[config.mk]
export PLATFORM = sky130hd
export DESIGN_NAME = decode_queue_flat
export DESIGN_NICKNAME = d
export VERILOG_FILES = /design/src/rtl/decode_queue_pkg.sv /design/src/rtl/decode_queue_if.sv /design/src/rtl/decode_queue_core.sv /design/src/rtl/decode_queue.sv /design/src/flat_wrapper.sv
export SDC_FILE = /design/constraint.sdc
export NUM_CORES = 1
export LEC_CHECK = 0
export ABC_AREA = 1
export BUFFER_PORTS_ARGS = -buffer_cell sky130_fd_sc_hd__buf_2
export CAP_MARGIN = 20
export CORE_ASPECT_RATIO = 0.7
export CORE_MARGIN = 3
export CORE_UTILIZATION = 34
export CTS_BUF_LIST = sky130_fd_sc_hd__clkbuf_16
export DETAILED_ROUTE_END_ITERATION = 8
export GPL_TIMING_DRIVEN = 0
export HOLD_SLACK_MARGIN = 0.06
export PLACE_DENSITY_LB_ADDON = 0.25
export SLEW_MARGIN = 20
export SYNTH_ARGS = -nofsm -noshare
export SYNTH_HDL_FRONTEND = slang
export SYNTH_SLANG_ARGS = --single-unit
[constraint.sdc]
create_clock -name clk -period 2.5 [get_ports clk]
set_input_delay 0.125 -clock clk [delete_from_list [all_inputs] [get_ports clk]]
set_output_delay 0.125 -clock clk [all_outputs]
set_load 0.02 [all_outputs]
[src/rtl/decode_queue_pkg.sv]
// -----------------------------------------------------------------------------
// decode_pkg
// Shared constants for the decode queue: MIPS opcode/funct encodings, the bit
// position of every instruction inside the one-hot `choose` vector, and small
// field-extraction helpers.
// -----------------------------------------------------------------------------
package decode_pkg;

  typedef logic [5:0] field_t;   // opcode or funct field
  typedef logic [5:0] idx_t;     // bit position inside choose

  localparam int NUM_BASE_OPS = 31;
  localparam int NUM_EXT_OPS  = 9;

  // Primary opcodes
  localparam field_t OPC_RTYPE = 6'h00;
  localparam field_t OPC_J     = 6'h02;
  localparam field_t OPC_JAL   = 6'h03;
  localparam field_t OPC_BEQ   = 6'h04;
  localparam field_t OPC_BNE   = 6'h05;
  localparam field_t OPC_ADDI  = 6'h08;
  localparam field_t OPC_ADDIU = 6'h09;
  localparam field_t OPC_SLTI  = 6'h0A;
  localparam field_t OPC_SLTIU = 6'h0B;
  localparam field_t OPC_ANDI  = 6'h0C;
  localparam field_t OPC_ORI   = 6'h0D;
  localparam field_t OPC_XORI  = 6'h0E;
  localparam field_t OPC_LUI   = 6'h0F;
  localparam field_t OPC_LW    = 6'h23;
  localparam field_t OPC_SW    = 6'h2B;

  // R-type funct codes
  localparam field_t FN_SLL   = 6'h00;
  localparam field_t FN_SRL   = 6'h02;
  localparam field_t FN_SRA   = 6'h03;
  localparam field_t FN_SLLV  = 6'h04;
  localparam field_t FN_SRLV  = 6'h06;
  localparam field_t FN_SRAV  = 6'h07;
  localparam field_t FN_JR    = 6'h08;
  localparam field_t FN_JALR  = 6'h09;
  localparam field_t FN_MFHI  = 6'h10;
  localparam field_t FN_MTHI  = 6'h11;
  localparam field_t FN_MFLO  = 6'h12;
  localparam field_t FN_MTLO  = 6'h13;
  localparam field_t FN_MULT  = 6'h18;
  localparam field_t FN_MULTU = 6'h19;
  localparam field_t FN_DIV   = 6'h1A;
  localparam field_t FN_DIVU  = 6'h1B;
  localparam field_t FN_ADD   = 6'h20;
  localparam field_t FN_ADDU  = 6'h21;
  localparam field_t FN_SUB   = 6'h22;
  localparam field_t FN_SUBU  = 6'h23;
  localparam field_t FN_AND   = 6'h24;
  localparam field_t FN_OR    = 6'h25;
  localparam field_t FN_XOR   = 6'h26;
  localparam field_t FN_NOR   = 6'h27;
  localparam field_t FN_SLT   = 6'h2A;
  localparam field_t FN_SLTU  = 6'h2B;

  // Bit positions in choose: base set
  localparam idx_t IDX_ADD   = 6'd0;
  localparam idx_t IDX_ADDU  = 6'd1;
  localparam idx_t IDX_SUB   = 6'd2;
  localparam idx_t IDX_SUBU  = 6'd3;
  localparam idx_t IDX_AND   = 6'd4;
  localparam idx_t IDX_OR    = 6'd5;
  localparam idx_t IDX_XOR   = 6'd6;
  localparam idx_t IDX_NOR   = 6'd7;
  localparam idx_t IDX_SLT   = 6'd8;
  localparam idx_t IDX_SLTU  = 6'd9;
  localparam idx_t IDX_SLL   = 6'd10;
  localparam idx_t IDX_SRL   = 6'd11;
  localparam idx_t IDX_SRA   = 6'd12;
  localparam idx_t IDX_SLLV  = 6'd13;
  localparam idx_t IDX_SRLV  = 6'd14;
  localparam idx_t IDX_SRAV  = 6'd15;
  localparam idx_t IDX_JR    = 6'd16;
  localparam idx_t IDX_ADDI  = 6'd17;
  localparam idx_t IDX_ADDIU = 6'd18;
  localparam idx_t IDX_ANDI  = 6'd19;
  localparam idx_t IDX_ORI   = 6'd20;
  localparam idx_t IDX_XORI  = 6'd21;
  localparam idx_t IDX_LW    = 6'd22;
  localparam idx_t IDX_SW    = 6'd23;
  localparam idx_t IDX_BEQ   = 6'd24;
  localparam idx_t IDX_BNE   = 6'd25;
  localparam idx_t IDX_SLTI  = 6'd26;
  localparam idx_t IDX_SLTIU = 6'd27;
  localparam idx_t IDX_LUI   = 6'd28;
  localparam idx_t IDX_J     = 6'd29;
  localparam idx_t IDX_JAL   = 6'd30;
  // Bit positions in choose: extension set
  localparam idx_t IDX_MFHI  = 6'd31;
  localparam idx_t IDX_MFLO  = 6'd32;
  localparam idx_t IDX_MTHI  = 6'd33;
  localparam idx_t IDX_MTLO  = 6'd34;
  localparam idx_t IDX_MULT  = 6'd35;
  localparam idx_t IDX_MULTU = 6'd36;
  localparam idx_t IDX_DIV   = 6'd37;
  localparam idx_t IDX_DIVU  = 6'd38;
  localparam idx_t IDX_JALR  = 6'd39;

  function automatic field_t opcode_of(input logic [31:0] inst);
    return inst[31:26];
  endfunction

  function automatic field_t funct_of(input logic [31:0] inst);
    return inst[5:0];
  endfunction

endpackage

[src/rtl/decode_queue_if.sv]
// -----------------------------------------------------------------------------
// decode_queue_if
// Handshake bundle of the decode queue.
//   in_*  : fetch side (valid/ready, instruction word and PC)
//   out_* : execute side (valid/ready, decoded head entry)
// Modports: slave = the queue itself, master = the environment driving it.
// -----------------------------------------------------------------------------
interface decode_queue_if #(
  parameter int OP_W = 32
);
  logic            in_valid;
  logic            in_ready;
  logic [31:0]     in_inst;
  logic [31:0]     in_pc;
  logic            out_valid;
  logic            out_ready;
  logic [OP_W-1:0] out_choose;
  logic            out_illegal;
  logic [31:0]     out_inst;
  logic [31:0]     out_pc;

  modport slave (
    input  in_valid, in_inst, in_pc, out_ready,
    output in_ready, out_valid, out_choose, out_illegal, out_inst, out_pc
  );

  modport master (
    output in_valid, in_inst, in_pc, out_ready,
    input  in_ready, out_valid, out_choose, out_illegal, out_inst, out_pc
  );
endinterface

[src/rtl/decode_queue_core.sv]
// -----------------------------------------------------------------------------
// inst_decode_core
// Purely combinational MIPS decoder: instruction word -> one-hot choose vector
// plus an illegal flag. Extension instructions decode only when EXT_EN=1.
//   i_inst    in  32    instruction word
//   o_choose  out OP_W  one-hot decode, all-zero when illegal
//   o_illegal out 1     instruction not recognised
// -----------------------------------------------------------------------------
module inst_decode_core
  import decode_pkg::*;
#(
  parameter int OP_W   = 32,
  parameter bit EXT_EN = 1'b0
) (
  input  logic [31:0]     i_inst,
  output logic [OP_W-1:0] o_choose,
  output logic            o_illegal
);

  field_t w_opcode;
  field_t w_funct;
  idx_t   w_idx;
  logic   w_hit;
  logic   w_unused_fields;

  assign w_opcode        = opcode_of(i_inst);
  assign w_funct         = funct_of(i_inst);
  // Register/immediate fields play no part in classifying the instruction.
  assign w_unused_fields = ^i_inst[25:6];

  // NOTE: every output of a combinational block gets a default first so that
  // no path leaves it unassigned; otherwise synthesis infers a latch.
  always_comb begin
    w_hit = 1'b1;
    w_idx = '0;
    case (w_opcode)
      OPC_RTYPE: begin
        case (w_funct)
          FN_ADD:   w_idx = IDX_ADD;
          FN_ADDU:  w_idx = IDX_ADDU;
          FN_SUB:   w_idx = IDX_SUB;
          FN_SUBU:  w_idx = IDX_SUBU;
          FN_AND:   w_idx = IDX_AND;
          FN_OR:    w_idx = IDX_OR;
          FN_XOR:   w_idx = IDX_XOR;
          FN_NOR:   w_idx = IDX_NOR;
          FN_SLT:   w_idx = IDX_SLT;
          FN_SLTU:  w_idx = IDX_SLTU;
          FN_SLL:   w_idx = IDX_SLL;
          FN_SRL:   w_idx = IDX_SRL;
          FN_SRA:   w_idx = IDX_SRA;
          FN_SLLV:  w_idx = IDX_SLLV;
          FN_SRLV:  w_idx = IDX_SRLV;
          FN_SRAV:  w_idx = IDX_SRAV;
          FN_JR:    w_idx = IDX_JR;
          // Extension functs are only legal when the extension is built in.
          FN_MFHI:  begin w_idx = IDX_MFHI;  w_hit = EXT_EN; end
          FN_MFLO:  begin w_idx = IDX_MFLO;  w_hit = EXT_EN; end
          FN_MTHI:  begin w_idx = IDX_MTHI;  w_hit = EXT_EN; end
          FN_MTLO:  begin w_idx = IDX_MTLO;  w_hit = EXT_EN; end
          FN_MULT:  begin w_idx = IDX_MULT;  w_hit = EXT_EN; end
          FN_MULTU: begin w_idx = IDX_MULTU; w_hit = EXT_EN; end
          FN_DIV:   begin w_idx = IDX_DIV;   w_hit = EXT_EN; end
          FN_DIVU:  begin w_idx = IDX_DIVU;  w_hit = EXT_EN; end
          FN_JALR:  begin w_idx = IDX_JALR;  w_hit = EXT_EN; end
          default:  w_hit = 1'b0;
        endcase
      end
      OPC_ADDI:  w_idx = IDX_ADDI;
      OPC_ADDIU: w_idx = IDX_ADDIU;
      OPC_ANDI:  w_idx = IDX_ANDI;
      OPC_ORI:   w_idx = IDX_ORI;
      OPC_XORI:  w_idx = IDX_XORI;
      OPC_LW:    w_idx = IDX_LW;
      OPC_SW:    w_idx = IDX_SW;
      OPC_BEQ:   w_idx = IDX_BEQ;
      OPC_BNE:   w_idx = IDX_BNE;
      OPC_SLTI:  w_idx = IDX_SLTI;
      OPC_SLTIU: w_idx = IDX_SLTIU;
      OPC_LUI:   w_idx = IDX_LUI;
      OPC_J:     w_idx = IDX_J;
      OPC_JAL:   w_idx = IDX_JAL;
      default:   w_hit = 1'b0;
    endcase
  end

  // One-hot expansion; indices beyond OP_W simply never light a bit.
  always_comb begin
    o_choose = '0;
    for (int b = 0; b < OP_W; b++) begin
      o_choose[b] = w_hit && (int'(w_idx) == b);
    end
    o_illegal = !w_hit;
  end

endmodule

[src/rtl/decode_queue.sv]
// -----------------------------------------------------------------------------
// decode_queue
// Decodes fetched instructions on entry and buffers {choose, illegal, inst, pc}
// in a DEPTH-entry FIFO between fetch and execute.
//   clk          in  1      rising-edge clock
//   rst_n        in  1      asynchronous active-low reset
//   flush        in  1      synchronous discard of all buffered entries
//   bus          slave      in_* fetch handshake, out_* execute handshake
//   illegal_cnt  out CNT_W  saturating count of accepted illegal instructions
// -----------------------------------------------------------------------------
module decode_queue
  import decode_pkg::*;
#(
  parameter int OP_W   = 32,
  parameter int DEPTH  = 2,
  parameter bit EXT_EN = 1'b0,
  parameter int CNT_W  = 16
) (
  input  logic             clk,
  input  logic             rst_n,
  input  logic             flush,
  decode_queue_if.slave    bus,
  output logic [CNT_W-1:0] illegal_cnt
);

  localparam int PTR_W = $clog2(DEPTH);
  localparam int OCC_W = PTR_W + 1;

  logic [OP_W-1:0]  w_choose;
  logic             w_illegal;
  logic             w_full;
  logic             w_empty;
  logic             w_push;
  logic             w_pop;

  logic [OP_W-1:0]  r_choose  [DEPTH];
  logic             r_illegal [DEPTH];
  logic [31:0]      r_inst    [DEPTH];
  logic [31:0]      r_pc      [DEPTH];
  logic [PTR_W-1:0] r_wr_ptr;
  logic [PTR_W-1:0] r_rd_ptr;
  logic [OCC_W-1:0] r_count;
  logic [CNT_W-1:0] r_ill_cnt;

  inst_decode_core #(
    .OP_W   (OP_W),
    .EXT_EN (EXT_EN)
  ) u_decode (
    .i_inst    (bus.in_inst),
    .o_choose  (w_choose),
    .o_illegal (w_illegal)
  );

  assign w_full  = (r_count == OCC_W'(DEPTH));
  assign w_empty = (r_count == '0);
  // Full blocks a push even when a pop happens in the same cycle, which keeps
  // in_ready free of any combinational path from out_ready.
  assign w_push  = bus.in_valid && !w_full && !flush;
  assign w_pop   = !w_empty && bus.out_ready && !flush;

  // NOTE: sequential state uses non-blocking assignments so every register
  // samples pre-edge values regardless of the order the blocks evaluate.
  always_ff @(posedge clk or negedge rst_n) begin
    if (!rst_n) begin
      r_wr_ptr <= '0;
      r_rd_ptr <= '0;
      r_count  <= '0;
    end else if (flush) begin
      r_wr_ptr <= '0;
      r_rd_ptr <= '0;
      r_count  <= '0;
    end else begin
      if (w_push) r_wr_ptr <= r_wr_ptr + PTR_W'(1);
      if (w_pop)  r_rd_ptr <= r_rd_ptr + PTR_W'(1);
      if (w_push && !w_pop)      r_count <= r_count + OCC_W'(1);
      else if (w_pop && !w_push) r_count <= r_count - OCC_W'(1);
    end
  end

  // NOTE: the storage array is reset deliberately: the head fields drive the
  // outputs directly and must read as zero out of reset. A large FIFO would
  // normally leave the payload unreset and rely on out_valid instead.
  always_ff @(posedge clk or negedge rst_n) begin
    if (!rst_n) begin
      for (int i = 0; i < DEPTH; i++) begin
        r_choose[i]  <= '0;
        r_illegal[i] <= 1'b0;
        r_inst[i]    <= '0;
        r_pc[i]      <= '0;
      end
    end else if (w_push) begin
      r_choose[r_wr_ptr]  <= w_choose;
      r_illegal[r_wr_ptr] <= w_illegal;
      r_inst[r_wr_ptr]    <= bus.in_inst;
      r_pc[r_wr_ptr]      <= bus.in_pc;
    end
  end

  // Only reset clears the counter; flush leaves it alone.
  always_ff @(posedge clk or negedge rst_n) begin
    if (!rst_n) begin
      r_ill_cnt <= '0;
    end else if (w_push && w_illegal && !(&r_ill_cnt)) begin
      r_ill_cnt <= r_ill_cnt + CNT_W'(1);
    end
  end

  assign bus.in_ready    = !w_full;
  assign bus.out_valid   = !w_empty;
  assign bus.out_choose  = r_choose[r_rd_ptr];
  assign bus.out_illegal = r_illegal[r_rd_ptr];
  assign bus.out_inst    = r_inst[r_rd_ptr];
  assign bus.out_pc      = r_pc[r_rd_ptr];
  assign illegal_cnt     = r_ill_cnt;

endmodule

[src/flat_wrapper.sv]
// flat-port wrapper written by rule: the top's interface ports become plain ports
module decode_queue_flat import decode_pkg::*;
#(
  parameter int OP_W   = 32,
  parameter int DEPTH  = 2,
  parameter bit EXT_EN = 1'b0,
  parameter int CNT_W  = 16
)
  (clk, rst_n, flush, illegal_cnt, bus_in_valid, bus_in_inst, bus_in_pc, bus_out_ready, bus_in_ready, bus_out_valid, bus_out_choose, bus_out_illegal, bus_out_inst, bus_out_pc);
  decode_queue_if #(.OP_W(OP_W)) bus_i ();
  input  logic clk;
  input  logic rst_n;
  input  logic flush;
  output logic [CNT_W-1:0] illegal_cnt;
  input wire logic [$bits(bus_i.in_valid)-1:0] bus_in_valid;
  input wire logic [$bits(bus_i.in_inst)-1:0] bus_in_inst;
  input wire logic [$bits(bus_i.in_pc)-1:0] bus_in_pc;
  input wire logic [$bits(bus_i.out_ready)-1:0] bus_out_ready;
  output wire logic [$bits(bus_i.in_ready)-1:0] bus_in_ready;
  output wire logic [$bits(bus_i.out_valid)-1:0] bus_out_valid;
  output wire logic [$bits(bus_i.out_choose)-1:0] bus_out_choose;
  output wire logic [$bits(bus_i.out_illegal)-1:0] bus_out_illegal;
  output wire logic [$bits(bus_i.out_inst)-1:0] bus_out_inst;
  output wire logic [$bits(bus_i.out_pc)-1:0] bus_out_pc;
  assign bus_i.in_valid = bus_in_valid;
  assign bus_i.in_inst = bus_in_inst;
  assign bus_i.in_pc = bus_in_pc;
  assign bus_i.out_ready = bus_out_ready;
  assign bus_in_ready = bus_i.in_ready;
  assign bus_out_valid = bus_i.out_valid;
  assign bus_out_choose = bus_i.out_choose;
  assign bus_out_illegal = bus_i.out_illegal;
  assign bus_out_inst = bus_i.out_inst;
  assign bus_out_pc = bus_i.out_pc;
  decode_queue #(.OP_W(OP_W), .DEPTH(DEPTH), .EXT_EN(EXT_EN), .CNT_W(CNT_W)) u_core (.clk(clk), .rst_n(rst_n), .flush(flush), .bus(bus_i), .illegal_cnt(illegal_cnt));
endmodule
==> key figures, run 1 <==
Critical path
  • Worst R2R Path Depth: 11
  • R2R setup slack: around 0.21 ns
  • Arrival time worst endpoint: 2.20 ns
  • Slowest cell delay on critical path: 0.48 ns
  • Critical R2R Capture: u_core.r_pc[20]$_DFFE_PN0P_
  • Slowest library cell on the worst path: clkbuf_1
  • CP Capture Type: primary output
  • Crit path top cell by count: nand2_1
  • Crit path max fanout: 10
  • Worst path required time: 2.38 ns
  • Crit-path cells: clkbuf_2 > clkbuf_1 > nand2_1 > nand2_1 > buf_2
  • Worst r2r src: u_core.r_count[0]$_DFFE_PN0P_
  • CP startpoint: u_core.r_rd_ptr$_DFFE_PN0P_
  • Critical path class: reg2out
  • Crit start category: register

Cells and area
  • Ant diodes: 0
  • Share of cells above drive strength 1: between 10% and 20%
  • Most common cell after layout, fill and taps aside: nand2_1
  • Synth-to-layout area growth: 28.2%
  • Most frequent cells in the layout: nand2_1, dfrtp_1, buf_2, o21ai_0, inv_1
  • Nets: around 1,700

Yosys
  • Top cell type's share of synthesized area: 52.0%
  • Ys Warns: 0
  • Synth unique cells: 33
  • Synthesized flop and latch total: 214
  • Simple-gate share of the synthesized area: approximately 30%
  • Seq/Total Area, Yosys: 52.0%
  • Synth Net Count: 1,425
  • Mux cell area share after synthesis: 0%
  • Syn Std Cell Area: about 10,000 µm²
  • Mean post-synth cell area: ~7.6 µm²
  • Adder-Cell Fraction of Synth Area: less than 1%
  • Mapped Cells: 1,355
  • Largest family of logic cells by synthesized area: simple AND/OR/NAND/NOR gates
  • Ranking of synthesized cells by area: dfrtp_1, nand2_1, o21ai_0, inv_1, nand3_1
  • Synth Area in XOR/XNOR: 0.766%
  • Post-synth top area cell: dfrtp_1
  • Compound-cell area share of the yosys netlist: 9.58%

GRT
  • First-pass GRT wire length: 51.4 mm
  • Total gr overflow: 0
  • Pin count of the biggest net entering global routing: 94
  • Initial antenna violation count: 1
  • Vias in the first global route: 9,298
  • GRT Overall Usage: 19.7%

Timing
  • Final setup violating endpoints: 0
  • RSZ-0062 raised after global routing: true
  • Fin crit share: 92.9%
  • Final Hold Vio Count: 0
  • Final Hold Slack: roughly 0.12 ns
  • Rel. slew slack: 56.0%
  • Setup TNS: 0 ns
  • Max frequency: 431 MHz
  • Setup Skew: 0.00981 ns
  • Fin crit period: approximately 2.3 ns
  • Slew Viols, Final: 0
  • Slew @ Worst Pin: 0.660 ns

Power
  • Cell internal pwr: 8.17 mW
  • Peak VDD IR: 428 µV
  • Clock power frac: 25.3%
  • Flop pwr share: 39.7%
  • Switch share: 38.9%
  • NetSw: 5.20 mW
  • Power per cell area: 1010 nW/µm²
  • Lkg Pwr: approximately 7.1 nW
  • Comb pwr share: around a third

Outcome
  • Status: finished clean

Clock network
  • CTS Sinks: 214
  • CTS tree: yes
  • Inserted Clock Buffers: 23
  • Reg clk slew, reported paths: 0.07 ns
  • Clock root buffer: clkbuf_16
  • Worst-Skew Late Latency: 0.50 ns
  • Max Root-Sink Buffers: 3
  • Htree depth: 1

Drt
  • Vias after detailed routing: 9,663
  • DR iter-0 viols: between 800 and 900
  • DR pass1 iterations: 5
  • Residual DRC count: 0
  • DRT Wirelength: roughly 32 mm
  • Avg Vias per Cell: about 4.7
  • Antenna Nets Post-Route: 0
  • WL/cell: 15.8 µm

Die
  • Site Rows: between 50 and 60
  • Ports: 184
  • Die area: about 32,000 µm²
  • Die Y: roughly 150 µm
  • Starting Density: around a third
  • Core ar.: 29,300 µm²
  • Die width: 214 µm

Place
  • Global placement routability congestion: 0.889
  • Post-DP HPWL: 23.2 mm
  • I/O Buffers: 181

Run
  • MaxCap Viol Count: 0

Min path
  • HP Start: bus_in_inst[0]
  • Hold Path Cell Cnt: 3
  • Worst Hold Class: in2reg
  • Worst Hold Endpoint: u_core.r_inst[32]$_DFFE_PN0P_
worst max path at each step:
stage / to / slack, ns / depth (start not counted)
finish: bus_out_inst[30] / 0.18 / 5
global route: u_core.r_pc[20]$_DFFE_PN0P_ / -0.02 / 11
CTS: bus_out_choose[19] / 0.04 / 5
detailed placement: u_core.r_choose[59]$_DFFE_PN0P_ / -0.03 / 10
global placement: u_core.illegal_cnt[8]$_DFFE_PN0P_ / -2.55 / 1
floorplan: u_core.illegal_cnt[3]$_DFFE_PN0P_ / 0.51 / 11
registers in the layout (all words and copies together), names as in the netlist:
signal	count
u_core.illegal_cnt	16
u_core.r_pc	64
u_core.r_rd_ptr	1
u_core.r_wr_ptr	1
u_core.r_choose	64
u_core.r_count	2
u_core.r_inst	64
u_core.r_illegal	2
area by class of cell:
| class | count | area (µm²) |
|---|---|---|
| clock buffers | 23 | 576 |
| flip-flops and latches | 214 | 5360 |
| inverters | 120 | 454 |
| fillers | 2985 | 16100 |
| well taps | 405 | 507 |
| plain buffers | 67 | 310 |
| clock inverters | 16 | 153 |
| multi-input cells | 953 | 4180 |
| repair buffers | 252 | 1660 |
cell families after synthesis:
kind of cell	Yosys count
fa+ha+maj	1
flops	214
buf+inv	188
compound gates	194
simple gates	749
xor+xnor	9
layer usage:
layer | vias up | share of wire, % | track usage, %
met5 | - | 0.040 | 0
met1 | 4546 | 50 | 29.8
li1 | 4800 | - | -
met2 | 277 | 42 | 29.3
met4 | 2 | 1.8 | 4.38
met3 | 38 | 5.9 | 3.51
repair_timing:
action | CTS | global route
pin swaps | 0 | 0
buffers inserted | 0 | 0
endpoints found under the setup margin | 79 | 79
resized for setup | 4 | 8
endpoints found under the hold margin | 270 | 0
hold buffers | 69 | 0
power groups by stage:
| stage | sequential, mW | clock (mW) | combinational [mW] |
|---|---|---|---|
| 6_report | 5.31 | 3.39 | 4.68 |
| 5_1_grt | 5.44 | 3.61 | 5.26 |
| 4_1_cts | 5.29 | 3.46 | 4.73 |
| 3_5_place_dp | 5.34 | 0 | 4.62 |
| 3_3_place_gp | 5.31 | 0 | 4.54 |
| 2_1_floorplan | 5.26 | 0 | 2.96 |
Yosys cell counts (all sizes together):
master   count
nand2      594
dfrtp      214
o21ai      187
inv        119
nand3       62
nor2        58
clkbuf      48
buf         20
nand4       19
nor3        10
a21oi        6
xor2         5
xnor2        4
nor4         3
and2         1
and3         1
clkinv       1
ha           1
nand3b       1
o2111ai      1
worst max-delay path: cells and delay by family (launching register included):
family,cells,cell delay (ns)
buffers and inverters,3,1.01
flip-flops,1,0.42
AND/OR/NAND/NOR,2,0.25
stage by stage:
stage | power (mW) | cells | cell area [µm²] | setup slack [ns] | utilization, %
global route | 14.3 | 2050 | 13200 | -0.0198 | 45.0
detailed placement | 9.97 | 1943 | 11800 | -0.0312 | 40.1
CTS | 13.5 | 2050 | 13200 | 0.0420 | 44.9
finish | 13.4 | 2050 | 13200 | 0.178 | 45.0
global placement | 9.84 | 1941 | 11700 | -2.55 | 39.9
floorplan | 8.22 | 1355 | 10300 | 0.513 | -
No activity file was read; power rests on OpenSTA's default activity.
==> run 2: changes to the inputs <==
clock period = 2.9 ns   (was 2.5 ns; I/O delays follow)
==> key figures, run 2 (synthesis gave the netlist of run 1 again) <==
Place
  • Dpl cell area: 11,800 µm²
  • Post-Place Worst Slack: ~0.37 ns
  • Global placement routability congestion: between 0.8 and 0.9
  • Placed cells: 1,943
  • Post-DP HPWL: 23.2 mm
  • I/O Buffers: 181

Clock network
  • Max Root-Sink Buffers: 3
  • Inserted Clock Buffers: 23
  • CTS tree: yes
  • CTS Sinks: 214
  • Reg clk slew, reported paths: 0.07 ns
  • Htree depth: 1
  • Worst-Skew Late Latency: 0.51 ns
  • Clock root buffer: clkbuf_16

Critical path
  • Top Family by Delay on Critical Path: buffers and inverters
  • Arrival time worst endpoint: 2.58 ns
  • CP Capture Type: primary output
  • Crit path top cell by count: clkbuf_1
  • Worst path required time: between 2 and 3 ns
  • Critical path class: reg2out
  • Crit-path cells: clkbuf_1 > clkbuf_1 > nand2_1 > o21ai_0 > buf_2
  • Crit start category: register
  • Slowest cell delay on critical path: 0.58 ns
  • Crit path max fanout: 10
  • Critical path buffers and inverters: 3
  • Slowest library cell on the worst path: clkbuf_1

Timing
  • Max frequency: 367 MHz
  • Slew Viols, Final: 0
  • Slack of the critical path: about 0.17 ns
  • Fin crit share: 94.1%
  • Fin crit period: around 2.7 ns
  • Slew @ Worst Pin: 0.729 ns
  • Setup TNS: 0 ns
  • Final setup violating endpoints: 0
  • Rel. slew slack: 51.4%
  • RSZ-0062 raised after global routing: false
  • Final Hold Vio Count: 0
  • Setup Skew: 0.0108 ns

Die
  • Starting Density: 35.1%
  • Die width: 214 µm
  • Core ar.: 29,300 µm²
  • Ports: 184
  • Die Y: 152 µm
  • Site Rows: 52
  • Die area: 32,400 µm²

Drt
  • Vias after detailed routing: 9,698
  • DR pass1 iterations: 5
  • DR iter-0 viols: 923
  • WL/cell: 15.8 µm
  • Avg Vias per Cell: 4.73
  • DRT Wirelength: approximately 32 mm
  • Residual DRC count: 0
  • Antenna Nets Post-Route: 0

Power
  • Switch share: 39.0%
  • Peak VDD IR: 385 µV
  • Power per cell area: 875 nW/µm²
  • Clock power frac: 25.3%
  • Cell internal pwr: between 7 and 8 mW
  • Lkg Pwr: between 7 and 8 nW
  • NetSw: 4.49 mW
  • Flop pwr share: 39.7%
  • Comb pwr share: 35.0%

GRT
  • GRT busiest layer: met1
  • M2 GR Usage: 29.2%
  • Total gr overflow: 0
  • Vias in the first global route: 9,318
  • Pin count of the biggest net entering global routing: 94
  • GRT Overall Usage: 19.7%
  • Initial antenna violation count: 1
  • Grt met1 use: 29.8%
  • Routing usage on met3: 3.51%
  • First-pass GRT wire length: 51.5 mm

Cells and area
  • Design area: 13,200 µm²
  • Most frequent cells in the layout: nand2_1, dfrtp_1, buf_2, o21ai_0, inv_1
  • Most common cell after layout, fill and taps aside: nand2_1
  • Finished Layout Cells: 2,049
  • Synth-to-layout area growth: 28.0%
  • Ant diodes: 0
  • Biggest regs: u_core.r_choose (64), u_core.r_inst (64), u_core.r_pc (64)
  • Nets: 1,700
  • Share of cells above drive strength 1: 16.6%

Min path
  • Worst Hold Class: in2reg

Run
  • MaxCap Viol Count: 0

Outcome
  • Status: finished clean
run 2: changes by cell type in the layout (fill, tap and decap cells not counted):
cell | before | now
clkbuf_1 | 39 | 47
dlygate4sd3_1 | 69 | 67
clkbuf_2 | 8 | 1
run 2: what timing repair did:
| item | CTS | global route |
|---|---|---|
| buffers inserted | 0 | 0 |
| hold buffers | 67 | 0 |
| endpoints found under the hold margin | 249 | 0 |
| endpoints found under the setup margin | 0 | 2 |
| resized for setup | 0 | 2 |
run 2: layout make-up:
cell class | instances | area [µm²]
sequential | 214 | 5360
inverter | 120 | 454
timing repair buffer | 250 | 1640
fill | 2989 | 16200
tap | 405 | 507
multi-input combinational | 953 | 4180
clock inverter | 16 | 153
buffer | 68 | 305
clock buffer | 23 | 576
run 2: final timing paths:
kind	startpoint	to	slack (ns)	depth (start not counted)
setup / recovery	u_core.r_rd_ptr$_DFFE_PN0P_	bus_out_choose[26]	0.17	5
hold / removal	bus_in_inst[3]	u_core.r_inst[3]$_DFFE_PN0P_	0.08	3
setup reg to reg	u_core.r_count[0]$_DFFE_PN0P_	u_core.r_choose[59]$_DFFE_PN0P_	0.38	10
hold reg to reg	u_core.r_choose[63]$_DFFE_PN0P_	u_core.r_choose[63]$_DFFE_PN0P_	0.47	2
max in group asynchronous	rst_n	u_core.r_choose[57]$_DFFE_PN0P_	1.89	3
min in group asynchronous	rst_n	u_core.r_pc[17]$_DFFE_PN0P_	0.16	2
run 2: worst min-delay path: cells and delay by family:
family          cells  cell delay (ns)
compound gates      1             0.17
buf+inv             2             0.23
run 2: metal layers:
metal	vias to the layer above	share of wire (%)	wire length, µm
met5	-	0.040	13
met4	2	2.0	637
met3	40	5.9	1910
met2	284	42	13600
met1	4571	50	16200
li1	4801	-	-
run 2: power groups by stage:
stage / registers [mW] / logic, mW / clock network [mW]
CTS: 4.56 / 4.07 / 2.98
global placement: 4.58 / 3.91 / 0
global route: 4.69 / 4.53 / 3.11
finish: 4.57 / 4.03 / 2.92
floorplan: 4.53 / 2.55 / 0
detailed placement: 4.60 / 3.99 / 0
run 2: through the flow:
stage | util, % | hold slack (ns) | total power, mW
2_1_floorplan | - | -0.151 | 7.08
3_3_place_gp | 39.9 | 0.417 | 8.49
3_5_place_dp | 40.1 | 0.109 | 8.59
4_1_cts | 44.9 | 0.0628 | 11.6
5_1_grt | 44.9 | 0.0896 | 12.3
6_report | 44.9 | 0.0849 | 11.5
